## config.mk

```make
export PLATFORM = sky130hd
export DESIGN_NAME = ps2_key_filter
export DESIGN_NICKNAME = d
export VERILOG_FILES = /design/src/rtl/ps2_pkg.sv /design/src/rtl/ps2_held_table.sv /design/src/rtl/ps2_key_filter.sv
export SDC_FILE = /design/constraint.sdc
export NUM_CORES = 1
export LEC_CHECK = 0
export CORE_ASPECT_RATIO = 1.25
export CORE_MARGIN = 3
export CORE_UTILIZATION = 40
export DETAILED_ROUTE_END_ITERATION = 16
export PLACE_DENSITY = 0.65
export SLEW_MARGIN = 25
export SYNTH_ARGS = -nofsm -noshare
export SYNTH_HDL_FRONTEND = slang
export SYNTH_HIERARCHICAL = 1
export SYNTH_SLANG_ARGS = --single-unit
```

## constraint.sdc

```tcl
create_clock -name clk -period 2.35 [get_ports clk]
set_clock_uncertainty 0.15 [all_clocks]
set_input_delay 0.47 -clock clk [delete_from_list [all_inputs] [get_ports clk]]
set_output_delay 0.47 -clock clk [all_outputs]
set_load 0.005 [all_outputs]
```

## src/rtl/ps2_pkg.sv

```systemverilog
// Shared definitions for the PS/2 key filter: decoder states and the
// protocol byte values the decoder treats specially.
package ps2_pkg;

  typedef enum logic [1:0] {
    ST_IDLE    = 2'd0,
    ST_BRK     = 2'd1,
    ST_EXT     = 2'd2,
    ST_EXT_BRK = 2'd3
  } ps2_state_t;

  localparam logic [7:0] BYTE_E0 = 8'hE0;
  localparam logic [7:0] BYTE_F0 = 8'hF0;
  localparam logic [7:0] BYTE_AA = 8'hAA;
  localparam logic [7:0] BYTE_FA = 8'hFA;
  localparam logic [7:0] BYTE_FE = 8'hFE;
  localparam logic [7:0] BYTE_EE = 8'hEE;
  localparam logic [7:0] BYTE_00 = 8'h00;
  localparam logic [7:0] BYTE_FF = 8'hFF;

  // Keyboard status/handshake bytes that never represent a key.
  function automatic logic is_ignored(input logic [7:0] b);
    return (b == BYTE_AA) || (b == BYTE_FA) || (b == BYTE_FE) ||
           (b == BYTE_EE) || (b == BYTE_00) || (b == BYTE_FF);
  endfunction

endpackage

```

## src/rtl/ps2_held_table.sv

```systemverilog
// Small table of currently held make codes; lookup, insert (first free slot,
// else round-robin overwrite) and clear-by-code.
module ps2_held_table #(
  parameter int DEPTH = 4
) (
  input  logic       clk,
  input  logic       rst,
  input  logic [7:0] i_code,
  input  logic       i_insert,
  input  logic       i_clear,
  output logic       o_hit
);

  localparam int PW = (DEPTH > 1) ? $clog2(DEPTH) : 1;
  localparam logic [PW-1:0] PTR_LAST = PW'(DEPTH - 1);

  logic [DEPTH-1:0] r_valid;
  logic [7:0]       r_code [DEPTH];
  logic [PW-1:0]    r_ptr;

  logic             w_hit;
  logic             w_free_found;
  logic [PW-1:0]    w_free_idx;

  always_comb begin
    w_hit        = 1'b0;
    w_free_found = 1'b0;
    w_free_idx   = '0;
    for (int i = 0; i < DEPTH; i++) begin
      if (r_valid[i] && (r_code[i] == i_code)) w_hit = 1'b1;
    end
    // Scan downward so the lowest free slot wins.
    for (int i = DEPTH - 1; i >= 0; i--) begin
      if (!r_valid[i]) begin
        w_free_found = 1'b1;
        w_free_idx   = PW'(i);
      end
    end
  end

  assign o_hit = w_hit;

  always_ff @(posedge clk) begin
    if (rst) begin
      r_valid <= '0;
      r_ptr   <= '0;
    end else begin
      if (i_insert) begin
        if (w_free_found) begin
          r_valid[w_free_idx] <= 1'b1;
          r_code[w_free_idx]  <= i_code;
        end else begin
          r_valid[r_ptr] <= 1'b1;
          r_code[r_ptr]  <= i_code;
          r_ptr          <= (r_ptr == PTR_LAST) ? '0 : r_ptr + 1'b1;
        end
      end
      if (i_clear) begin
        for (int i = 0; i < DEPTH; i++) begin
          if (r_valid[i] && (r_code[i] == i_code)) r_valid[i] <= 1'b0;
        end
      end
    end
  end

endmodule

```

## src/rtl/ps2_key_filter.sv

```systemverilog
// PS/2 scancode filter: decodes make/break/extended prefixes, drops extended
// keys and status bytes. Define PS2_KEY_FILTER_REPEAT_EN to suppress typematic repeats.
module ps2_key_filter
  import ps2_pkg::*;
#(
  parameter int TIMEOUT_CYCLES = 100000,
  parameter int HELD_DEPTH     = 4
) (
  input  logic       clk,
  input  logic       rst,
  input  logic [7:0] rx_byte,
  input  logic       rx_valid,
  output logic [7:0] key,
  output logic       key_valid,
  output logic       key_release,
  output logic [1:0] dbg_state
);

  // rx_valid is a one-cycle strobe qualifying rx_byte with no backpressure;
  // key_valid/key_release are one-cycle pulses, key is held between them.

  localparam int TO_W = $clog2(TIMEOUT_CYCLES + 1);
  localparam logic [TO_W-1:0] TO_LAST = TO_W'(TIMEOUT_CYCLES - 1);

  ps2_state_t      r_state;
  ps2_state_t      w_next_state;
  logic [TO_W-1:0] r_to_cnt;
  logic [7:0]      r_key;
  logic            r_key_valid;
  logic            r_key_release;

  logic            w_expired;
  logic            w_is_make;
  logic            w_emit_make;
  logic            w_emit_break;
  logic            w_hit;

  assign w_expired = (r_to_cnt == TO_LAST);

  always_ff @(posedge clk) begin
    if (rst) begin
      r_state <= ST_IDLE;
    end else begin
      r_state <= w_next_state;
    end
  end

  always_comb begin
    w_next_state = r_state;
    w_is_make    = 1'b0;
    w_emit_break = 1'b0;
    if (rx_valid) begin
      case (r_state)
        ST_IDLE: begin
          if (rx_byte == BYTE_E0)      w_next_state = ST_EXT;
          else if (rx_byte == BYTE_F0) w_next_state = ST_BRK;
          else if (!is_ignored(rx_byte)) w_is_make = 1'b1;
        end
        ST_BRK: begin
          w_emit_break = 1'b1;
          w_next_state = ST_IDLE;
        end
        ST_EXT: begin
          w_next_state = (rx_byte == BYTE_F0) ? ST_EXT_BRK : ST_IDLE;
        end
        ST_EXT_BRK: begin
          w_next_state = ST_IDLE;
        end
        default: w_next_state = ST_IDLE;
      endcase
    end else if ((r_state != ST_IDLE) && w_expired) begin
      w_next_state = ST_IDLE;
    end
  end

  // Saturating count of cycles since the last byte.
  always_ff @(posedge clk) begin
    if (rst || rx_valid) begin
      r_to_cnt <= '0;
    end else if (!w_expired) begin
      r_to_cnt <= r_to_cnt + 1'b1;
    end
  end

`ifdef PS2_KEY_FILTER_REPEAT_EN
  ps2_held_table #(
    .DEPTH (HELD_DEPTH)
  ) u_held_table (
    .clk      (clk),
    .rst      (rst),
    .i_code   (rx_byte),
    .i_insert (w_emit_make),
    .i_clear  (w_emit_break),
    .o_hit    (w_hit)
  );
`else
  logic w_unused_depth;
  assign w_unused_depth = (HELD_DEPTH > 0);
  assign w_hit          = 1'b0;
`endif

  assign w_emit_make = w_is_make && !w_hit;

  always_ff @(posedge clk) begin
    if (rst) begin
      r_key         <= 8'h00;
      r_key_valid   <= 1'b0;
      r_key_release <= 1'b0;
    end else begin
      r_key_valid   <= w_emit_make;
      r_key_release <= w_emit_break;
      if (w_emit_make || w_emit_break) r_key <= rx_byte;
    end
  end

  assign key         = r_key;
  assign key_valid   = r_key_valid;
  assign key_release = r_key_release;
  assign dbg_state   = r_state;

endmodule

```

==> impl_metrics.py, run 1 <==
metrics = {
    "yosys": {
        "ys_seq_elements": 29,
        "syn_area_per_cell_um2": 8.941,
        "yosys_warnings": 6,
        "syn_area_um2": 1529,
        "synthCells": 171,
        "synth.distinct_cells": 46,
        "synth_fp_nets": 183,
        "yosysSeqAreaShare": 0.3797,
    },
    "clock_network": {
        "cts_resized": 0,
        "cts_setup_buffers": 0,
        "ctsHoldBuffers": 0,
        "clk_pin_slew_ns": 0.06,
        "clkLatencyLatePin_ns": 0.27,
        "h-tree-depth": 2,
        "numCtsBuffers": 5,
        "clk_path_buf_depth": 2,
        "cts_tree": "yes",
        "clock-root-buffer": "clkbuf_8",
        "cts.sinks": 29,
    },
    "cells_and_area": {
        "num-fill-cells": 337,
        "layout_common_cells": "29 x dfxtp_1, 22 x clkdlybuf4s50_1, 17 x nand2b_1",
        "syn2layout_area_growth_pct": 23.49,
        "final_util": 0.5284,
        "drive_gt1_frac": 0.1117,
        "nNetsFinal": 209,
        "final_common_cell": "dfxtp_1",
        "n_antenna_cell": 0,
    },
    "hold_path": {
        "holdPathStages": 2,
        "hold_class": "flop to flop",
        "hold_start": "key[7]",
        "whs_endpoint": "key[7]",
    },
    "floorplan": {
        "num_rows": 24,
        "dieArea_um2": 4605,
        "die_y_um": 75.13,
        "core_area_um2": 3573,
        "io_pins": 23,
        "fp.dieW_um": 61.30,
        "initial_core_util": 0.4279,
    },
    "power_and_ir_drop": {
        "power.density_nw_per_um2": 545.3,
        "p_clk_frac": 0.394,
        "cellLeakagePower_nw": 0.6472,
        "power_frac_seq": 0.497,
        "p_sw_frac": 0.2240,
        "p_comb_frac": 0.109,
        "irDropWorstVdd_mv": 0.2424,
        "p_int_w": 0.0007990,
        "p_sw_w": 0.0002306,
    },
    "critical_path": {
        "cp-start-kind": "input pin",
        "r2r_end": "dbg_state[1]",
        "crit_buf_inv": 2,
        "critPathKind": "input pin to flop",
        "critPathMaxStageDelay_ns": 0.61,
        "cp_cell_sequence": "clkdlybuf4s50_1 -> buf_4 -> nand3_1 -> a211oi_4 -> a311oi_4 -> mux2i_1",
        "critPathTopFamily": "compound AO/OA/AOI/OAI gates",
        "ff2ff_path_depth": 5,
        "slowest_stage": "a311oi_4",
        "reg2reg_slack_ns": 0.37,
        "crit_fanout": 8,
        "required_ns": 2.40,
        "crit_arrival_ns": 2.21,
        "critPathCaptureType": "flop",
        "worstReg2RegStart": "r_to_cnt[0]",
    },
    "sta": {
        "relSlewSlack": 0.5679,
        "hold_violations": 0,
        "setup_tns_ns": 0,
        "report.final.slew_viol_count": 0,
        "finalCritPeriodShare": 0.9222,
        "worst_slew_pin_slew_ns": 0.6482,
        "holdWs_ns": 0.3279,
        "rsz0062_at_grt": "no",
        "fmax_mhz": 461.4,
        "fin_crit_ns": 2.167,
        "setup_viol": 0,
    },
    "grt": {
        "grt_pass1_wl_mm": 6.120,
        "grt_usage": 0.1804,
        "grt_max_degree": 23,
        "grt_overflow_total": 0,
        "antenna_found_initial": 0,
        "grt_pass1_vias": 1377,
    },
    "status": {
        "status": "completed",
    },
    "drt": {
        "drc_errors": 0,
        "post_drt_via_cell_ratio": 5.691,
        "antenna_left": 0,
        "wl_per_cell_um": 14.73,
        "drt-pass1-iter-count": 4,
        "drt_iter0_drc": 52,
        "wl_mm": 3.477,
        "vias": 1343,
    },
    "placement": {
        "place_hpwl_mm": 2.604,
        "gp_congestion": 0.8263,
        "io_buffers": 22,
    },
    "job": {
        "drv_cap": 0,
    },
}
## stage by stage
step           cell area [um^2]  setup slack, ns  power [W]  instances
2_1_floorplan              1529           0.4642  0.0005715        171
3_3_place_gp               1802        -0.009376  0.0006306        229
3_5_place_dp               1802          -0.1117  0.0006347        229
4_1_cts                    1888           0.1751   0.001047        236
5_1_grt                    1888          0.07498   0.001083        236
6_report                   1888           0.1828   0.001030        236
## worst register-to-register path: stages (launching register included)
cell and delay, ns:
dfxtp_1 0.40, ha_1 0.18, and4_1 0.35, and2_1 0.47, a21o_1 0.20, a311oi_1 0.10
## registers in the layout (all words and copies together), names as in the netlist
name and flops:
key_valid 1, key 8, r_to_cnt 17, dbg_state 2, key_release 1
## routing by layer
metal	vias to the layer above	wire, um	track usage
met5	-	0	0
met4	0	99	0.08916
met3	13	192	0.06690
met2	32	1796	0.3082
met1	624	1389	0.1913
li1	674	-	-
## logic make-up after synthesis
| kind of cell | count (synthesis) | share of synthesized area |
|---|---|---|
| multiplexers | 8 | 0.05238 |
| XOR/XNOR | 6 | 0.03438 |
| adder cells (fa/ha/maj) | 1 | 0.008182 |
| buffers and inverters | 14 | 0.04173 |
| AND/OR/NAND/NOR | 77 | 0.2979 |
| AO/OA/AOI/OAI | 36 | 0.1858 |
| flip-flops | 29 | 0.3797 |
## worst max path at each step
| stage | startpoint | end | slack, ns | depth (start not counted) |
|---|---|---|---|---|
| floorplan | r_to_cnt[0] | r_to_cnt[6] | 0.46 | 8 |
| global placement | rx_byte[0] | key[5] | -0.009 | 5 |
| detailed placement | rx_byte[6] | key[1] | -0.11 | 6 |
| CTS | rx_byte[6] | key[3] | 0.18 | 6 |
| global route | rx_byte[6] | key[3] | 0.07 | 6 |
| finish | rx_byte[6] | key[3] | 0.18 | 6 |
## power groups by stage
stage | clock network [W] | registers [W] | logic, W
after floorplan | 0 | 0.000521 | 0.0000502
after global placement | 0 | 0.000521 | 0.000110
after detailed placement | 0 | 0.000521 | 0.000113
after CTS | 0.000422 | 0.000511 | 0.000114
after global routing | 0.000447 | 0.000512 | 0.000123
final | 0.000406 | 0.000511 | 0.000113
## area by class of cell
type / instances / area, um^2 / area share
clock buffer: 7 / 86.33 / 0.04573
inverter: 4 / 15.01 / 0.007952
multi-input combinational: 128 / 884.6 / 0.4685
sequential: 29 / 580.6 / 0.3075
tap: 39 / 48.80 / 0.02584
timing repair buffer: 29 / 272.8 / 0.1445
## cells in the mapped netlist (all sizes together)
cell,instances,area [um^2]
and4,3,26.28
nor3,3,15.01
nand2b,17,106.4
a21o,2,15.01
or4,5,45.04
nor4b,2,17.52
xor2,3,26.28
o22ai,1,6.260
nand4,4,25.02
clkbuf,6,22.52
inv,4,15.01
o31ai,1,7.510
a21oi,12,60.06
a2111o,4,45.04
xnor2,3,26.28
and3,2,13.77
a41oi,1,8.760
o21ai,8,40.03
dfxtp,29,580.6
mux2i,8,80.08
nor2,8,30.03
buf,4,26.27
nor4,2,12.51
nand3,9,50.05
and4b,1,10.01
o211ai,1,21.27
ha,1,12.51
o21bai,1,7.510
and2,1,6.260
or2b,1,7.510
nor2b,1,6.260
a311oi,2,35.04
or3,3,18.77
a21bo,1,10.01
or2,2,12.52
a211oi,2,27.53
nor3b,1,7.510
nand2,12,45.04
Note: power is estimated with default switching activity, not from simulation.
==> run 2: changes to the inputs <==
ABC_AREA = 1   (was not set)
CORE_UTILIZATION = 45   (was 40)
PLACE_DENSITY = 0.71   (was 0.65)
==> impl_metrics.py, run 2 <==
metrics = {
    "drt": {
        "wl_mm": 3.383,
        "antenna_left": 0,
        "drt_iter0_drc": 31,
        "drt-pass1-iter-count": 4,
        "wl_per_cell_um": 10.64,
        "drc_errors": 0,
        "post_drt_via_cell_ratio": 4.965,
        "vias": 1579,
    },
    "cells_and_area": {
        "syn2layout_area_growth_pct": 21.07,
        "layout_common_cells": "45 x nand2_1, 41 x inv_1, 34 x nor2_1",
        "drive_gt1_frac": 0.1362,
        "n_antenna_cell": 0,
        "nNetsFinal": 291,
        "largest_reg_flops": 17,
        "regMostFlops": "r_to_cnt",
        "final_common_cell": "nand2_1",
    },
    "critical_path": {
        "critPathMaxStageDelay_ns": 0.48,
        "cpMostUsedCell": "nand2_1",
        "critPathKind": "input pin to flop",
        "cp_cell_sequence": "clkdlybuf4s50_1 -> inv_1 -> nand2_1 -> nor2_2 -> nand2_1 -> nand2_2 -> nor2_4 -> nand2_4 -> nand3_1 -> nand2_1 -> nor2_1",
        "critPathCaptureType": "flop",
        "timing.critical_path.from": "rx_byte[1]",
        "critPathTopFamily": "simple AND/OR/NAND/NOR gates",
        "worstReg2RegStart": "r_to_cnt[0]",
        "required_ns": 2.37,
        "crit_buf_inv": 2,
        "cp-start-kind": "input pin",
        "crit_fanout": 17,
        "crit_arrival_ns": 1.90,
        "slowest_stage": "clkdlybuf4s50_1",
    },
    "grt": {
        "grt_max_degree": 18,
        "antenna_found_initial": 0,
        "grt_overflow_total": 0,
        "grt_pass1_vias": 1429,
        "grt_usage": 0.1698,
        "grt_pass1_wl_mm": 5.713,
    },
    "clock_network": {
        "cts.sinks": 29,
        "cts_setup_buffers": 0,
        "clock-root-buffer": "clkbuf_8",
        "clkLatencyLatePin_ns": 0.28,
        "ctsHoldBuffers": 0,
        "clk_path_buf_depth": 2,
        "clk_pin_slew_ns": 0.06,
        "h-tree-depth": 2,
        "cts_tree": "yes",
        "numCtsBuffers": 5,
        "cts_resized": 0,
    },
    "yosys": {
        "synth_edf_count": 0,
        "synth.most_common_cell": "nand2_1",
        "synth_async_sr_flop_share": 0,
        "yosysSeqAreaShare": 0.3491,
        "synthTopCellsByCount": "45 x nand2_1, 41 x inv_1, 34 x nor2_1",
        "syn_area_um2": 1663,
        "netlist.area_leader.share": 0.3491,
        "synthCells": 249,
        "synth_fp_nets": 261,
        "ys.flop_type": "dfxtp_1",
        "yosys_warnings": 6,
        "synth_largest_area_cell": "dfxtp_1",
        "synth.distinct_cells": 28,
        "ys_top_cells_by_area": "dfxtp_1 35%, nand2_1 10%, inv_1 9.3%, nor2_1 7.7%, nand3_1 6.6%",
        "syn_area_per_cell_um2": 6.678,
        "ys_seq_elements": 29,
    },
    "sta": {
        "fin_crit_ns": 1.875,
        "report.final.slew_viol_count": 0,
        "setup_viol": 0,
        "setup_tns_ns": 0,
        "holdWs_ns": 0.3307,
        "rsz0062_at_grt": "no",
        "relSlewSlack": 0.7714,
        "finalCritPeriodShare": 0.7977,
        "worst_slew_pin_slew_ns": 0.3416,
        "fmax_mhz": 533.4,
        "hold_violations": 0,
    },
    "placement": {
        "gp_congestion": 0.8151,
        "io_buffers": 22,
        "place_hpwl_mm": 2.635,
    },
    "floorplan": {
        "fp.dieW_um": 60.37,
        "die_y_um": 73.97,
        "io_pins": 23,
        "dieArea_um2": 4465,
        "num_rows": 24,
        "core_area_um2": 3513,
        "initial_core_util": 0.4733,
    },
    "status": {
        "status": "completed",
    },
    "power_and_ir_drop": {
        "power.density_nw_per_um2": 564.3,
        "irDropWorstVdd_mv": 0.4314,
        "cellLeakagePower_nw": 0.8009,
    },
    "job": {
        "drv_cap": 0,
    },
    "hold_path": {
        "hold_class": "flop to flop",
        "hold_start": "r_to_cnt[8]",
    },
}
-- run 2: cell types whose count changed after synthesis, moves of 4 or more --
cell      delta
nand2_1     +33
inv_1       +37
nor3_1       +4
nand3_1     +14
nand2b_1    -17
a21oi_1      +7
nor2_2       +5
a2111o_1     -4
mux2i_1      -8
a21oi_2      +5
clkbuf_1     -6
nor2_1      +26
nand2_2      +7
-- run 2: worst reg2reg max path, stage by stage, from the launching register on --
cell	delay [ns]
dfxtp_1	0.38
ha_1	0.18
nand2_1	0.07
inv_1	0.10
nand2_1	0.11
inv_1	0.14
nand2_1	0.07
nor3_1	0.22
or2_2	0.16
a21oi_1	0.05
-- run 2: routing by layer --
metal	global-route usage	vias up	routed length, um
met4	0.07882	0	71
li1	-	849	-
met2	0.2957	21	1748
met5	0	-	0
met1	0.1830	700	1467
met3	0.05556	9	96
-- run 2: power by group --
group          switching (W)  internal (W)
registers          0.0000133      0.000516
logic              0.0000966     0.0000949
clock network       0.000184      0.000232
total               0.000294      0.000842
-- run 2: final timing paths --
kind	endpoint	slack [ns]	cells after the start
setup / recovery	key[1]	0.48	11
hold / removal	r_to_cnt[8]	0.33	2
hold reg to reg	r_to_cnt[8]	0.33	2
setup reg to reg	r_to_cnt[12]	0.62	9
-- run 2: cell families after synthesis --
| kind of cell | after synthesis | synth area share |
|---|---|---|
| compound gates | 32 | 0.1091 |
| xor+xnor | 3 | 0.01580 |
| fa+ha+maj | 1 | 0.007523 |
| buf+inv | 47 | 0.1181 |
| flops | 29 | 0.3491 |
| simple gates | 137 | 0.4003 |
-- run 2: through the flow --
step	setup WS (ns)	util	instances	total power (W)	cell area [um^2]
after detailed placement	0.1616	0.5484	311	0.0007330	1927
after floorplan	0.7841	-	249	0.0006539	1663
after CTS	0.4578	0.5730	318	0.001150	2013
after global placement	0.1803	0.5484	311	0.0007309	1927
after global routing	0.2977	0.5730	318	0.001201	2013
final	0.4754	0.5730	318	0.001136	2013
-- run 2: cell type report --
type / instances / area, um^2
Clock buffer: 7 / 86.33
Inverter: 45 / 168.9
Timing Repair Buffer: 25 / 242.7
Tap cell: 39 / 48.80
Sequential cell: 29 / 580.6
Multi-Input combinational cell: 173 / 885.9
Fill cell: 340 / 1500
==> run 3: changes to the inputs <==
clock period = 1.9 ns   (was 2.35 ns; I/O delays follow)
==> impl_metrics.py, run 3 (synthesized netlist as in run 2, its figures left out) <==
metrics = {
    "drt": {
        "wl_mm": 3.499,
        "antenna_left": 0,
        "drc_errors": 0,
        "wl_per_cell_um": 10.64,
        "drt-pass1-iter-count": 4,
        "vias": 1634,
        "post_drt_via_cell_ratio": 4.967,
        "drt_iter0_drc": 71,
    },
    "sta": {
        "finalCritPeriodShare": 0.9430,
        "setup_viol": 0,
        "report.final.slew_viol_count": 0,
        "hold_violations": 0,
        "rsz0062_at_grt": "no",
        "relSlewSlack": 0.7833,
        "setup_tns_ns": 0,
        "fmax_mhz": 558.1,
        "holdWs_ns": 0.3394,
        "worst_slew_pin_slew_ns": 0.3238,
        "fin_crit_ns": 1.792,
        "fin_ws_ns": 0.1083,
    },
    "critical_path": {
        "worstReg2RegStart": "r_to_cnt[0]",
        "cp-start-kind": "input pin",
        "cp_cell_sequence": "clkdlybuf4s50_1 -> nand2_2 -> nor2_4 -> nor2_1 -> nor2_1 -> nor2_2 -> nand2_4 -> nand3_1 -> nand2_1 -> nor2_1",
        "required_ns": 1.93,
        "crit_fanout": 17,
        "crit_arrival_ns": 1.82,
        "reg2reg_slack_ns": 0.18,
        "ff2ff_path_depth": 9,
        "critPathMaxStageDelay_ns": 0.53,
        "slowest_stage": "clkdlybuf4s50_1",
        "critPathKind": "input pin to flop",
        "cpMostUsedCell": "nor2_1",
        "r2r_end": "r_to_cnt[12]",
        "critPathCaptureType": "flop",
    },
    "clock_network": {
        "ctsHoldBuffers": 0,
        "h-tree-depth": 2,
        "clk_pin_slew_ns": 0.07,
        "numCtsBuffers": 5,
        "clock-root-buffer": "clkbuf_8",
        "clk_path_buf_depth": 2,
        "cts_setup_buffers": 0,
        "clkLatencyLatePin_ns": 0.28,
        "cts.sinks": 29,
        "cts_tree": "yes",
    },
    "floorplan": {
        "die_y_um": 73.97,
        "io_pins": 23,
        "num_rows": 24,
        "core_area_um2": 3513,
        "fp.dieW_um": 60.37,
        "initial_core_util": 0.4733,
        "dieArea_um2": 4465,
    },
    "grt": {
        "antenna_found_initial": 0,
        "grt_usage": 0.1845,
        "grt_max_degree": 18,
        "grt_overflow_total": 0,
        "grt_pass1_wl_mm": 6.223,
        "grt_pass1_vias": 1546,
    },
    "cells_and_area": {
        "final_common_cell": "nand2_1",
        "layout_common_cells": "45 x nand2_1, 41 x inv_1, 32 x nor2_1",
        "regMostFlops": "r_to_cnt",
        "num-fill-cells": 329,
        "drive_gt1_frac": 0.1793,
        "syn2layout_area_growth_pct": 27.54,
        "n_antenna_cell": 0,
        "nNetsFinal": 301,
        "largest_reg_flops": 17,
    },
    "power_and_ir_drop": {
        "power_frac_seq": 0.442,
        "total_power_w": 0.001482,
        "p_sw_frac": 0.2594,
        "power.density_nw_per_um2": 698.8,
        "p_sw_w": 0.0003844,
        "p_comb_frac": 0.174,
        "cellLeakagePower_nw": 0.8670,
        "irDropWorstVdd_mv": 0.5580,
        "p_int_w": 0.001098,
        "p_clk_frac": 0.385,
    },
    "placement": {
        "gp_congestion": 0.7943,
        "place_ws_ns": -0.2123,
        "place_hpwl_mm": 2.710,
        "io_buffers": 22,
    },
    "job": {
        "drv_cap": 0,
    },
    "hold_path": {
        "holdPathStages": 2,
        "whs_endpoint": "r_to_cnt[8]",
        "hold_start": "r_to_cnt[8]",
        "hold_class": "flop to flop",
    },
    "status": {
        "status": "completed",
    },
}
==> run 3: cell count changes in the layout (fill, tap and decap cells not counted), sizes merged <==
cell,before,now
clkinv,1,2
buf,3,13
==> run 3: final cells by class <==
| class | count | area (um^2) | area share |
|---|---|---|---|
| Tap cell | 39 | 48.80 | 0.02301 |
| Inverter | 45 | 168.9 | 0.07965 |
| Clock inverter | 1 | 5.005 | 0.002360 |
| Sequential cell | 29 | 580.6 | 0.2737 |
| Multi-Input combinational cell | 173 | 890.9 | 0.4201 |
| Clock buffer | 7 | 96.34 | 0.04543 |
| Timing Repair Buffer | 35 | 330.3 | 0.1558 |
==> run 3: worst max-delay path by stage <==
stage                   to        start  slack, ns  cells past startpoint
2_1_floorplan  r_to_cnt[6]  r_to_cnt[0]       0.40                      8
6_report            key[6]   rx_byte[7]       0.11                     10
5_1_grt             key[4]   rx_byte[7]       0.01                     10
3_3_place_gp        key[0]   rx_byte[7]      -0.16                     10
4_1_cts             key[6]   rx_byte[7]       0.11                     10
3_5_place_dp        key[6]   rx_byte[7]      -0.21                     10
==> run 3: through the flow <==
step / instances / util / instance area (um^2)
2_1_floorplan: 249 / - / 1663
3_3_place_gp: 321 / 0.5734 / 2014
3_5_place_dp: 321 / 0.5734 / 2014
4_1_cts: 329 / 0.6022 / 2116
5_1_grt: 329 / 0.6036 / 2121
6_report: 329 / 0.6036 / 2121
==> run 3: repair_timing <==
| item | 4_1_cts | 5_1_grt |
|---|---|---|
| setup endpoints to repair | 0 | 6 |
| endpoints found under the hold margin | 0 | 0 |
| resized for setup | 0 | 2 |
==> run 3: critical path: cells and delay by family <==
family	cells	cell delay [ns]
AND/OR/NAND/NOR	9	0.90
buffers and inverters	1	0.53
==> run 3: routing by layer <==
layer | GRT usage | up-vias | wire [um]
li1 | - | 869 | -
met1 | 0.1985 | 728 | 1457
met2 | 0.3257 | 28 | 1826
met3 | 0.05556 | 9 | 139
met4 | 0.08374 | 0 | 75
met5 | 0 | - | 0
==> run 3: power by group through the flow <==
stage | logic, W | registers (W) | clock network (W)
floorplan | 0.000140 | 0.000669 | 0
global placement | 0.000257 | 0.000667 | 0
detailed placement | 0.000261 | 0.000667 | 0
CTS | 0.000262 | 0.000655 | 0.000594
global route | 0.000291 | 0.000659 | 0.000615
finish | 0.000257 | 0.000655 | 0.000570
